[config.mk]
export PLATFORM = sky130hd
export DESIGN_NAME = mux_scanner
export DESIGN_NICKNAME = d
export VERILOG_FILES = /design/src/rtl/mux_pkg.sv /design/src/rtl/mux_next_ch.sv /design/src/rtl/mux_scanner.sv
export SDC_FILE = /design/constraint.sdc
export NUM_CORES = 1
export LEC_CHECK = 0
export ABC_AREA = 1
export BUFFER_PORTS_ARGS = -buffer_cell sky130_fd_sc_hd__buf_2
export CELL_PAD_IN_SITES_DETAIL_PLACEMENT = 2
export CELL_PAD_IN_SITES_GLOBAL_PLACEMENT = 2
export CORE_UTILIZATION = 34
export CTS_CLUSTER_DIAMETER = 40
export DETAILED_ROUTE_END_ITERATION = 12
export GPL_ROUTABILITY_DRIVEN = 0
export GPL_TIMING_DRIVEN = 1
export PLACE_DENSITY_LB_ADDON = 0.12
export SLEW_MARGIN = 40
export SYNTH_ARGS = -nofsm -noshare
export SYNTH_HDL_FRONTEND = slang
export SYNTH_SLANG_ARGS = --single-unit
export TNS_END_PERCENT = 30
[constraint.sdc]
create_clock -name clk -period 16.25 [get_ports clk]
set_input_delay 3.25 -clock clk [delete_from_list [all_inputs] [get_ports clk]]
set_output_delay 3.25 -clock clk [all_outputs]
set_load 0.02 [all_outputs]
[src/rtl/mux_pkg.sv]
// Shared definitions for the channel scanner: FSM state encoding and mode values.
package mux_pkg;

    typedef enum logic [1:0] {
        MANUAL = 2'd0,
        SCAN   = 2'd1,
        NONE   = 2'd2
    } state_t;

    localparam logic MODE_MANUAL = 1'b0;
    localparam logic MODE_SCAN   = 1'b1;

endpackage

[src/rtl/mux_next_ch.sv]
// Finds the next enabled channel strictly above cur, wrapping modulo NUM_CH;
// cur itself is the last candidate, so a lone enabled channel maps to itself.
module mux_next_ch #(
    parameter int NUM_CH = 4,
    parameter int SW     = 2
) (
    input  logic [SW-1:0]     cur,
    input  logic [NUM_CH-1:0] ch_en,
    output logic [SW-1:0]     nxt,
    output logic              any
);

    int w_best;
    int w_dist;

    // Pick the enabled channel at the smallest forward distance from cur.
    always_comb begin
        nxt    = cur;
        any    = |ch_en;
        w_best = NUM_CH;
        w_dist = 0;
        for (int j = 0; j < NUM_CH; j++) begin
            w_dist = j - int'(cur) - 1;
            if (w_dist < 0) begin
                w_dist = w_dist + NUM_CH;
            end
            if (ch_en[j] && (w_dist < w_best)) begin
                w_best = w_dist;
                nxt    = SW'(j);
            end
        end
    end

endmodule

[src/rtl/mux_scanner.sv]
// Registered channel selector: manual selection by index, or automatic scanning
// across enabled channels holding each one for dwell+1 cycles.
module mux_scanner
    import mux_pkg::*;
#(
    parameter int NUM_CH  = 4,
    parameter int WIDTH   = 8,
    parameter int DWELL_W = 4,
    localparam int SW     = (NUM_CH > 2) ? $clog2(NUM_CH) : 1
) (
    input  logic                    clk,
    input  logic                    rst_n,
    input  logic                    mode,
    input  logic [SW-1:0]           sel,
    input  logic [NUM_CH-1:0]       ch_en,
    input  logic [DWELL_W-1:0]      dwell,
    input  logic [NUM_CH*WIDTH-1:0] i_data,
    output logic [WIDTH-1:0]        d,
    output logic                    d_valid,
    output logic [SW-1:0]           ch
);

    localparam int IW = $clog2(NUM_CH * WIDTH);

    state_t             r_state;
    state_t             w_nextState;
    logic [WIDTH-1:0]   r_d;
    logic [SW-1:0]      r_ch;
    logic               r_valid;
    logic [DWELL_W-1:0] r_cnt;

    logic [SW-1:0]      w_nextCh;
    logic               w_nextValid;
    logic [DWELL_W-1:0] w_nextCnt;
    logic               w_load;
    logic [SW-1:0]      w_src;
    logic [SW-1:0]      w_cur;
    logic [SW-1:0]      w_nxt;
    logic               w_any;
    logic               w_selOk;
    logic [IW-1:0]      w_base;
    logic [WIDTH-1:0]   w_pick;

    // Outside SCAN the search starts just below channel 0, yielding the lowest enabled one.
    assign w_cur = (r_state == SCAN) ? r_ch : SW'(NUM_CH - 1);

    mux_next_ch #(
        .NUM_CH (NUM_CH),
        .SW     (SW)
    ) u_next (
        .cur   (w_cur),
        .ch_en (ch_en),
        .nxt   (w_nxt),
        .any   (w_any)
    );

    assign w_selOk = (32'(sel) < 32'(NUM_CH)) && ch_en[sel];
    assign w_base  = IW'(w_src) * IW'(WIDTH);
    assign w_pick  = i_data[w_base +: WIDTH];

    always_comb begin
        w_nextState = r_state;
        w_nextCh    = r_ch;
        w_nextValid = 1'b0;
        w_nextCnt   = r_cnt;
        w_load      = 1'b0;
        w_src       = r_ch;
        if (mode == MODE_MANUAL) begin
            w_nextState = MANUAL;
            if (w_selOk) begin
                w_src       = sel;
                w_load      = 1'b1;
                w_nextCh    = sel;
                w_nextValid = 1'b1;
            end
        end else if (!w_any) begin
            w_nextState = NONE;
        end else if ((r_state != SCAN) || (r_cnt == '0) || !ch_en[r_ch]) begin
            // Scan entry, dwell expiry and a channel disabled under us all move on and reload.
            w_nextState = SCAN;
            w_src       = w_nxt;
            w_load      = 1'b1;
            w_nextCh    = w_nxt;
            w_nextValid = 1'b1;
            w_nextCnt   = dwell;
        end else begin
            w_load      = 1'b1;
            w_nextValid = 1'b1;
            w_nextCnt   = r_cnt - DWELL_W'(1);
        end
    end

    always_ff @(posedge clk or negedge rst_n) begin
        if (!rst_n) begin
            r_state <= MANUAL;
        end else begin
            r_state <= w_nextState;
        end
    end

    always_ff @(posedge clk or negedge rst_n) begin
        if (!rst_n) begin
            r_d     <= '0;
            r_ch    <= '0;
            r_valid <= 1'b0;
            r_cnt   <= '0;
        end else begin
            r_ch    <= w_nextCh;
            r_valid <= w_nextValid;
            r_cnt   <= w_nextCnt;
            if (w_load) begin
                r_d <= w_pick;
            end
        end
    end

    assign d       = r_d;
    assign ch      = r_ch;
    assign d_valid = r_valid;

endmodule

==> results of run 1 <==
[cells in the mapped netlist (all sizes together)]
cell type	instances	area share, %
o2111a	1	0.37
conb	2	0.25
or2	1	0.21
a21o	1	0.25
nand4	8	1.7
o221a	1	0.37
o221ai	1	0.29
a211oi	2	0.50
buf	4	0.95
o21a	3	0.75
clkinv	3	0.37
o211ai	6	1.7
o32ai	1	0.29
nor4	3	0.62
xor2	1	0.29
o22ai	1	0.21
o21ai	16	2.7
nor2	23	3.1
nand3	53	9.5
clkbuf	2	0.25
dfrtp	17	14
nand2	114	15
a21oi	36	6.0
inv	43	5.4
a31oi	10	2.1
nor3	5	0.83
ha	77	32
[flip-flops by register name, summed over array words and instances (netlist names)]
signal / count
ch: 2
d: 8
d_valid: 1
r_cnt: 4
r_state: 2
[tightest hold or removal path, stage by stage, from the launching register on]
cell and delay, ns:
sky130_fd_sc_hd__dfrtp_1 0.35, sky130_fd_sc_hd__nand2_1 0.06, sky130_fd_sc_hd__nand2_1 0.06
[final cells by class]
cell class | instances | area (um2) | share of cell area, %
well taps | 105 | 131 | 3.69
clock buffers | 4 | 45.0 | 1.26
multi-input cells | 400 | 2510 | 70.5
flip-flops and latches | 17 | 425 | 11.9
inverters | 46 | 173 | 4.85
repair buffers | 55 | 275 | 7.72
[metal layers]
metal | vias up | global-route usage, % | wire length, um
met1 | 1590 | 28.2 | 4510
li1 | 1637 | - | -
met4 | 0 | 5.97 | 156
met3 | 11 | 1.50 | 246
met2 | 55 | 42.4 | 5070
met5 | - | 0 | 0
[logic make-up (layout without fill, tap and decap cells)]
logic type,Yosys count,count (layout),synth area share (%)
other,2,36,0.249
buffers and inverters,52,105,6.93
DFF,17,17,14.1
and+or+nand+nor,207,207,31.1
AOI/OAI and AO/OA,79,79,15.4
xor gates and xnor gates,1,1,0.291
adders and majority gates,77,77,32.0
[power by group]
group	internal, mW	switching [mW]
registers	0.0585	0.0125
clock network	0.0174	0.0154
logic	0.132	0.240
total	0.208	0.268
[path summary, 6_finish.rpt]
path,startpoint,end,cells after the start
worst min register to register,d[7],d[7],2
max in group asynchronous,rst_n,r_cnt[1],1
worst max register to register,r_state[1],d[6],41
worst min-delay path,d[7],d[7],2
worst max-delay path,ch_en[0],d[6],41
min in group asynchronous,rst_n,d[1],1
[metrics by stage]
stage	power, mW	utilization (%)	hold slack [ns]
after floorplan	0.344	-	0.519
after global placement	0.419	41.9	0.462
after detailed placement	0.443	41.9	0.483
after CTS	0.480	42.5	0.506
after global routing	0.534	42.5	0.523
final	0.476	42.5	0.499
==> flow_summary.yaml, run 1 <==
grt:
  grt_start_max_net_pins: 24
  globalRouteOverflowTotal: 0
  global_route_wire_length_before_repair_mm: 16.4
  global_route.usage.total_pct: 22.8
  first_global_vias: 3565
  antenna_found_initial: 0
drt:
  drt_drc_violations_left: 0
  ant_nets: 0
  postRouteWirelength_mm: 9.98
  detail_route.first_pass.iterations: 4
  route.detailed.vias_per_inst: 5.25
  dr.first_iter.drc_count: 43
  number_of_vias_after_detailed_routing: 3293
  detail_route.wl_per_cell_um: 15.9
placement:
  post-place-cells: 623
  postPlaceCellArea_mm2: 0.00351
  count_of_input_and_output_buffers: 55
  dp_slack_ns: 6.83
  dp_hpwl_mm: 8.48
sta:
  slew_violations: 0
  post-route-period-util_pct: 54.8
  timing.slew.headroom_pct: 44.5
  setup_violations: 0
  maxClockFrequency_mhz: 112
  tightestPinTransition_ns: 0.833
  setup_total_negative_slack_ns: 0
  worst_slack_ns: 7.35
  final.min_clock_period_ns: 8.90
  rsz0062_at_grt: "false"
  worst_clock_skew_ns: 0.00347
  hold_violations: 0
clock_tree:
  worst_case_clock_buffer_depth: 2
  clk_root_buffer_cell: "sky130_fd_sc_hd__clkbuf_8"
  number_of_post_cts_setup_repair_buffers: 0
  clkSinkCount: 17
  clock_insertion_delay_worst_skew_ns: 0.25
  clock_tree.htree_level_count: 1
  path_clk_slew_ns: 0.07
  cts_tree: "built"
  cts.hold.buffers_added: 0
  cts.repair.resized: 0
  cts_made_buffers: 3
worst_setup_path:
  timing.reg2reg.setup_slack_ns: 8.92
  stage_delay_of_the_slowest_cell_on_the_critical_path_ns: 0.51
  worst_ep_arrival_time_ns: 9.05
  startpoint_type: "primary input"
  slowest_stage: "sky130_fd_sc_hd__nor2_2"
  timing.critical_path.max_delay_family: "simple AND/OR/NAND/NOR gates"
  timing.critical_path.buf_inv: 3
  critPathMostFrequentCell: "sky130_fd_sc_hd__nand2_1"
  cp_max_fo: 18
  cp-end-kind: "flip-flop"
  worst-endpoint-required_ns: 16.39
  path_class: "primary input to flip-flop"
pwr:
  power.static_leakage_nw: 1.97
  power_density_mw_per_mm2: 134
  power.ir.vdd_worst_uv: 77.5
die:
  die_area_mm2: 0.00925
  initial_utilization_pct: 36.0
  placementRows: 33
  die_height_um: 96.2
  core_area_mm2: 0.00838
  num_io_pins: 56
  die_w_um: 96.2
synth:
  synth_seq_cells: 17
  synth-seq-area-share_pct: 14.1
  avg_cell_area_syn_um2: 6.93
  synthDistinctLibCells: 37
  synth.yosys.warnings: 0
  post_synthesis_cells: 435
  post_synth_instance_area_mm2: 0.00302
job:
  max-cap-violations: 0
cells_and_area:
  layoutNonFillerInstCount: 627
  mostFrequentLayoutCell: "sky130_fd_sc_hd__nand2_1"
  drive_gt1_share_pct: 14.9
  num-nets-final: 645
  n_antenna_cell: 0
  area_delta_synth_final_pct: 18.2
  final_area_mm2: 0.00356
  layout.cells.most_common_list: "107 x sky130_fd_sc_hd__nand2_1, 76 x sky130_fd_sc_hd__ha_1, 55 x sky130_fd_sc_hd__buf_2, 50 x sky130_fd_sc_hd__nand3_1, 39 x sky130_fd_sc_hd__inv_1"
  fillCellCount: 1041
worst_hold_path:
  hold_class: "flip-flop to flip-flop"
outcome:
  status: "completed"
(Power assumes the default switching activity.)
==> run 2, diff against run 1 <==
--- a/config.mk
+++ b/config.mk
@@ -9,7 +9,7 @@
 export BUFFER_PORTS_ARGS = -buffer_cell sky130_fd_sc_hd__buf_2
 export CELL_PAD_IN_SITES_DETAIL_PLACEMENT = 2
 export CELL_PAD_IN_SITES_GLOBAL_PLACEMENT = 2
-export CORE_UTILIZATION = 34
+export CORE_UTILIZATION = 32
 export CTS_CLUSTER_DIAMETER = 40
 export DETAILED_ROUTE_END_ITERATION = 12
 export GPL_ROUTABILITY_DRIVEN = 0
==> constraint.sdc (replaced) <==
create_clock -name clk -period 9.3 [get_ports clk]
set_input_delay 1.86 -clock clk [delete_from_list [all_inputs] [get_ports clk]]
set_output_delay 1.86 -clock clk [all_outputs]
set_load 0.02 [all_outputs]
==> run 2 against run 1 <==
  * Worst setup slack worse by 5.6 ns
  * First-iteration DRC count unchanged
  * Worst hold slack worse by 0.014 ns
  * Design area grew 0.70%
  * Utilization is 3.5 points lower
  * Power up 76%
  * Register-to-register slack lost 6.9 ns
  * Global-route usage shrank 2.0 points
  * Count of clock-buffer cells in the layout down 1
  * Critical path type unchanged
==> flow_summary.yaml, run 2 (same netlist as run 1, synthesis figures left out) <==
sta:
  rsz0062_at_grt: "false"
  maxClockFrequency_mhz: 133
  setup_total_negative_slack_ns: 0
  tightestPinTransition_ns: 0.656
  timing.hold.ws_ns: 0.485
  worst_clock_skew_ns: 0.00145
  post-route-period-util_pct: 80.8
  final.min_clock_period_ns: 7.51
  setup_violations: 0
  slew_violations: 0
  timing.slew.headroom_pct: 56.0
  hold_violations: 0
worst_setup_path:
  stage_delay_of_the_slowest_cell_on_the_critical_path_ns: 0.48
  startpoint_type: "primary input"
  slowest_stage: "sky130_fd_sc_hd__nor2_2"
  path_class: "primary input to flip-flop"
  cp_max_fo: 18
  worst-endpoint-required_ns: 9.45
  worst_ep_arrival_time_ns: 7.66
  critPathMostFrequentCell: "sky130_fd_sc_hd__nand2_1"
  cp-end-kind: "flip-flop"
cells_and_area:
  seqCellArea_um2: 425
  multiInputGateArea_mm2: 0.00252
  n_antenna_cell: 0
  number_of_flip_flops_under_the_largest_register_name: 8
  area_delta_synth_final_pct: 19.0
  layout.cells.most_common_list: "107 x sky130_fd_sc_hd__nand2_1, 76 x sky130_fd_sc_hd__ha_1, 55 x sky130_fd_sc_hd__buf_2, 50 x sky130_fd_sc_hd__nand3_1, 39 x sky130_fd_sc_hd__inv_1"
  num-nets-final: 646
  fillCellCount: 1167
  mostFrequentLayoutCell: "sky130_fd_sc_hd__nand2_1"
  drive_gt1_share_pct: 15.3
drt:
  ant_nets: 0
  route.detailed.vias_per_inst: 5.16
  number_of_vias_after_detailed_routing: 3274
  postRouteWirelength_mm: 9.81
  detail_route.first_pass.iterations: 4
  dr.first_iter.drc_count: 43
  detail_route.wl_per_cell_um: 15.5
  drt_drc_violations_left: 0
die:
  placementRows: 35
  core_area_mm2: 0.00920
  die_area_mm2: 0.00981
  num_io_pins: 56
  initial_utilization_pct: 32.8
  die_w_um: 99.1
  die_height_um: 99.1
pwr:
  power_density_mw_per_mm2: 233
  power.ir.vdd_worst_uv: 121
  power.static_leakage_nw: 1.98
clock_tree:
  cts_tree: "built"
  path_clk_slew_ns: 0.07
  clk_root_buffer_cell: "sky130_fd_sc_hd__clkbuf_8"
  cts_made_buffers: 3
  cts.hold.buffers_added: 0
  clock_insertion_delay_worst_skew_ns: 0.26
  clock_tree.htree_level_count: 1
  number_of_post_cts_setup_repair_buffers: 0
  worst_case_clock_buffer_depth: 2
  cts.repair.resized: 0
  clkSinkCount: 17
placement:
  count_of_input_and_output_buffers: 55
  dp_hpwl_mm: 8.38
grt:
  antenna_found_initial: 0
  first_global_vias: 3540
  globalRouteOverflowTotal: 0
  global_route.usage.total_pct: 20.8
  grt_start_max_net_pins: 24
  global_route_wire_length_before_repair_mm: 16.5
outcome:
  status: "completed"
job:
  max-cap-violations: 0
worst_hold_path:
  hold_class: "flip-flop to flip-flop"
## run 2: cell types whose count changed in the layout (fill, tap and decap cells not counted)
cell | previous run | this run
sky130_fd_sc_hd__buf_4 | 0 | 1
sky130_fd_sc_hd__clkbuf_1 | 1 | 0
sky130_fd_sc_hd__clkinv_2 | 0 | 1
sky130_fd_sc_hd__o211ai_2 | 1 | 0
sky130_fd_sc_hd__o211ai_4 | 0 | 1
## run 2: report_power, final
part | switching (mW) | internal [mW] | total [mW]
Clock | 0.0294 | 0.0298 | 0.0592
Sequential | 0.0223 | 0.102 | 0.125
Combinational | 0.421 | 0.233 | 0.654
## run 2: metal layers
metal / routed length (um) / share of wire (%) / global-route usage [%] / up-vias
met1: 4370 / 45 / 25.5 / 1580
met3: 186 / 1.9 / 1.63 / 7
li1: - / - / - / 1641
met5: 0 / 0 / 0 / -
met2: 5180 / 53 / 40.0 / 46
met4: 68 / 0.69 / 3.39 / 0
## run 2: worst paths after layout
kind | startpoint | end | slack [ns] | depth (start not counted)
worst max-delay path | ch_en[0] | d[1] | 1.79 | 42
worst min-delay path | d[0] | d[0] | 0.48 | 2
worst max register to register | r_state[1] | d[1] | 1.98 | 42
worst min register to register | d[0] | d[0] | 0.48 | 2
max in group asynchronous | rst_n | d[4] | 7.48 | 1
min in group asynchronous | rst_n | r_cnt[1] | 1.52 | 1
## run 2: final cells by class
class | instances | area share, %
Inverter | 46 | 4.81
Multi-Input combinational cell | 400 | 70.3
Timing Repair Buffer | 56 | 7.88
Sequential cell | 17 | 11.9
Clock buffer | 3 | 1.15
Clock inverter | 1 | 0.139
Tap cell | 111 | 3.87
## run 2: critical path, delay by kind of cell
family                     cells  cell delay, ns
buffers and inverters          3            0.58
AOI/OAI and AO/OA              7            1.14
adders and majority gates      3            1.13
and+or+nand+nor               29            2.90
## run 2: per-stage QoR
stage                     setup slack, ns  utilization, %  instances  cell area (um2)  total power, mW
after floorplan                      2.98               -        469             3140            0.601
after global placement               1.83            38.4        630             3530            0.737
after detailed placement             1.24            38.4        630             3530            0.781
after CTS                            1.52            38.9        634             3570            0.844
after global routing                 1.21            39.0        634             3590            0.939
final                                1.79            39.0        634             3590            0.837
==> run 3, diff against run 2 <==
==> constraint.sdc (replaced) <==
create_clock -name clk -period 7.86 [get_ports clk]
set_input_delay 1.572 -clock clk [delete_from_list [all_inputs] [get_ports clk]]
set_output_delay 1.572 -clock clk [all_outputs]
set_load 0.02 [all_outputs]
==> run 3 against run 2 <==
  * Largest cell class unchanged
  * Utilization rose by 0.14 points
  * Sequential cell count did not move
  * Routed wire length fell by 0.43%
  * Worst hold slack improved by 0.0052 ns
==> flow_summary.yaml, run 3 (same netlist as run 1, synthesis figures left out) <==
outcome:
  status: "completed"
worst_setup_path:
  critPathMostFrequentCell: "sky130_fd_sc_hd__nand2_1"
  worst-endpoint-required_ns: 8.00
  slowest_stage: "sky130_fd_sc_hd__ha_1"
  startpoint_type: "primary input"
  worst_ep_arrival_time_ns: 7.15
  stage_delay_of_the_slowest_cell_on_the_critical_path_ns: 0.46
  cp-end-kind: "flip-flop"
  cp_max_fo: 18
  path_class: "primary input to flip-flop"
sta:
  timing.slew.headroom_pct: 57.1
  final.min_clock_period_ns: 7.00
  timing.hold.ws_ns: 0.490
  setup_violations: 0
  worst_slack_ns: 0.855
  post-route-period-util_pct: 89.1
  worst_clock_skew_ns: 0.00407
  setup_total_negative_slack_ns: 0
  maxClockFrequency_mhz: 143
  hold_violations: 0
  tightestPinTransition_ns: 0.640
  rsz0062_at_grt: "false"
  slew_violations: 0
cells_and_area:
  layout.cells.most_common_list: "107 x sky130_fd_sc_hd__nand2_1, 76 x sky130_fd_sc_hd__ha_1, 55 x sky130_fd_sc_hd__buf_2, 50 x sky130_fd_sc_hd__nand3_1, 39 x sky130_fd_sc_hd__inv_1"
  n_antenna_cell: 0
  num-nets-final: 647
  layoutNonFillerInstCount: 635
  finish.utilization_pct: 39.2
  drive_gt1_share_pct: 15.5
  area_delta_synth_final_pct: 19.4
  number_of_flip_flops_under_the_largest_register_name: 8
  fillCellCount: 1171
  mostFrequentLayoutCell: "sky130_fd_sc_hd__nand2_1"
clock_tree:
  number_of_post_cts_setup_repair_buffers: 0
  clk_root_buffer_cell: "sky130_fd_sc_hd__clkbuf_8"
  cts_made_buffers: 3
  clock_insertion_delay_worst_skew_ns: 0.25
  worst_case_clock_buffer_depth: 2
  cts_tree: "built"
  clock_tree.htree_level_count: 1
  path_clk_slew_ns: 0.07
  clkSinkCount: 17
drt:
  ant_nets: 0
  route.detailed.vias_per_inst: 5.15
  dr.first_iter.drc_count: 58
  number_of_vias_after_detailed_routing: 3268
  drt_drc_violations_left: 0
  detail_route.first_pass.iterations: 4
  postRouteWirelength_mm: 9.77
  detail_route.wl_per_cell_um: 15.4
grt:
  globalRouteOverflowTotal: 0
  global_route.usage.total_pct: 20.5
  first_global_vias: 3539
  grt_start_max_net_pins: 24
  antenna_found_initial: 0
  global_route_wire_length_before_repair_mm: 16.4
die:
  die_height_um: 99.1
  core_area_mm2: 0.00920
  die_area_mm2: 0.00981
  initial_utilization_pct: 32.8
  placementRows: 35
  num_io_pins: 56
  die_w_um: 99.1
pwr:
  power.share.sequential_pct: 14.8
  power_density_mw_per_mm2: 275
  switching_share_pct: 56.1
  pwr-share-comb_pct: 78.4
  p_sw_uw: 556
  power.static_leakage_nw: 1.99
  p_int_uw: 435
  power.ir.vdd_worst_uv: 161
  p_clk_share_pct: 6.8
job:
  max-cap-violations: 0
placement:
  dp_slack_ns: 0.171
  dp_hpwl_mm: 8.26
  count_of_input_and_output_buffers: 55
  post-place-cells: 631
worst_hold_path:
  hold_class: "flip-flop to flip-flop"
==> run 3: final timing paths <==
check | startpoint | end | slack (ns) | depth (start not counted)
worst min register to register | d[3] | d[3] | 0.49 | 2
worst max register to register | r_state[1] | d[2] | 1.01 | 43
worst min-delay path | d[3] | d[3] | 0.49 | 2
min in group asynchronous | rst_n | d[2] | 1.24 | 1
max in group asynchronous | rst_n | r_state[1] | 6.33 | 1
worst max-delay path | ch_en[0] | d[2] | 0.86 | 42
==> run 3: what timing repair did <==
| action | CTS | global route |
|---|---|---|
| endpoints found under the hold margin | 0 | 0 |
| gates resized for setup | 0 | 1 |
| endpoints found under the setup margin | 0 | 1 |
| hold buffers | 0 | 0 |
==> run 3: per-layer routing <==
layer	global-route usage (%)	vias up	share of wire, %
li1	-	1639	-
met1	24.4	1577	43
met2	40.7	44	54
met3	1.13	8	1.9
met4	3.17	0	0.76
met5	0	-	0
==> run 3: critical path: cells and delay by family <==
kind	cells	cell delay, ns
AO/OA/AOI/OAI	6	0.82
AND/OR/NAND/NOR	30	2.96
adder cells (fa/ha/maj)	3	1.18
buffers and inverters	3	0.59
==> run 3: cell type report <==
class | count | area, um2 | area share [%]
multi-input combinational | 400 | 2530 | 70.2
sequential | 17 | 425 | 11.8
timing repair buffer | 57 | 290 | 8.06
inverter | 46 | 173 | 4.80
tap | 111 | 139 | 3.86
clock buffer | 3 | 41.3 | 1.15
clock inverter | 1 | 5.00 | 0.139
==> run 3: metrics by stage <==
step	instance area, um2	total power, mW
final	3600	0.991
after global routing	3600	1.11
after CTS	3580	0.998
after detailed placement	3540	0.924
after global placement	3540	0.876
after floorplan	3140	0.711
==> run 3: power by group through the flow <==
stage | clock network, mW | logic (mW) | registers, mW
2_1_floorplan | 0 | 0.536 | 0.175
3_3_place_gp | 0 | 0.729 | 0.147
3_5_place_dp | 0 | 0.776 | 0.148
4_1_cts | 0.0704 | 0.780 | 0.147
5_1_grt | 0.0724 | 0.885 | 0.151
6_report | 0.0678 | 0.776 | 0.147
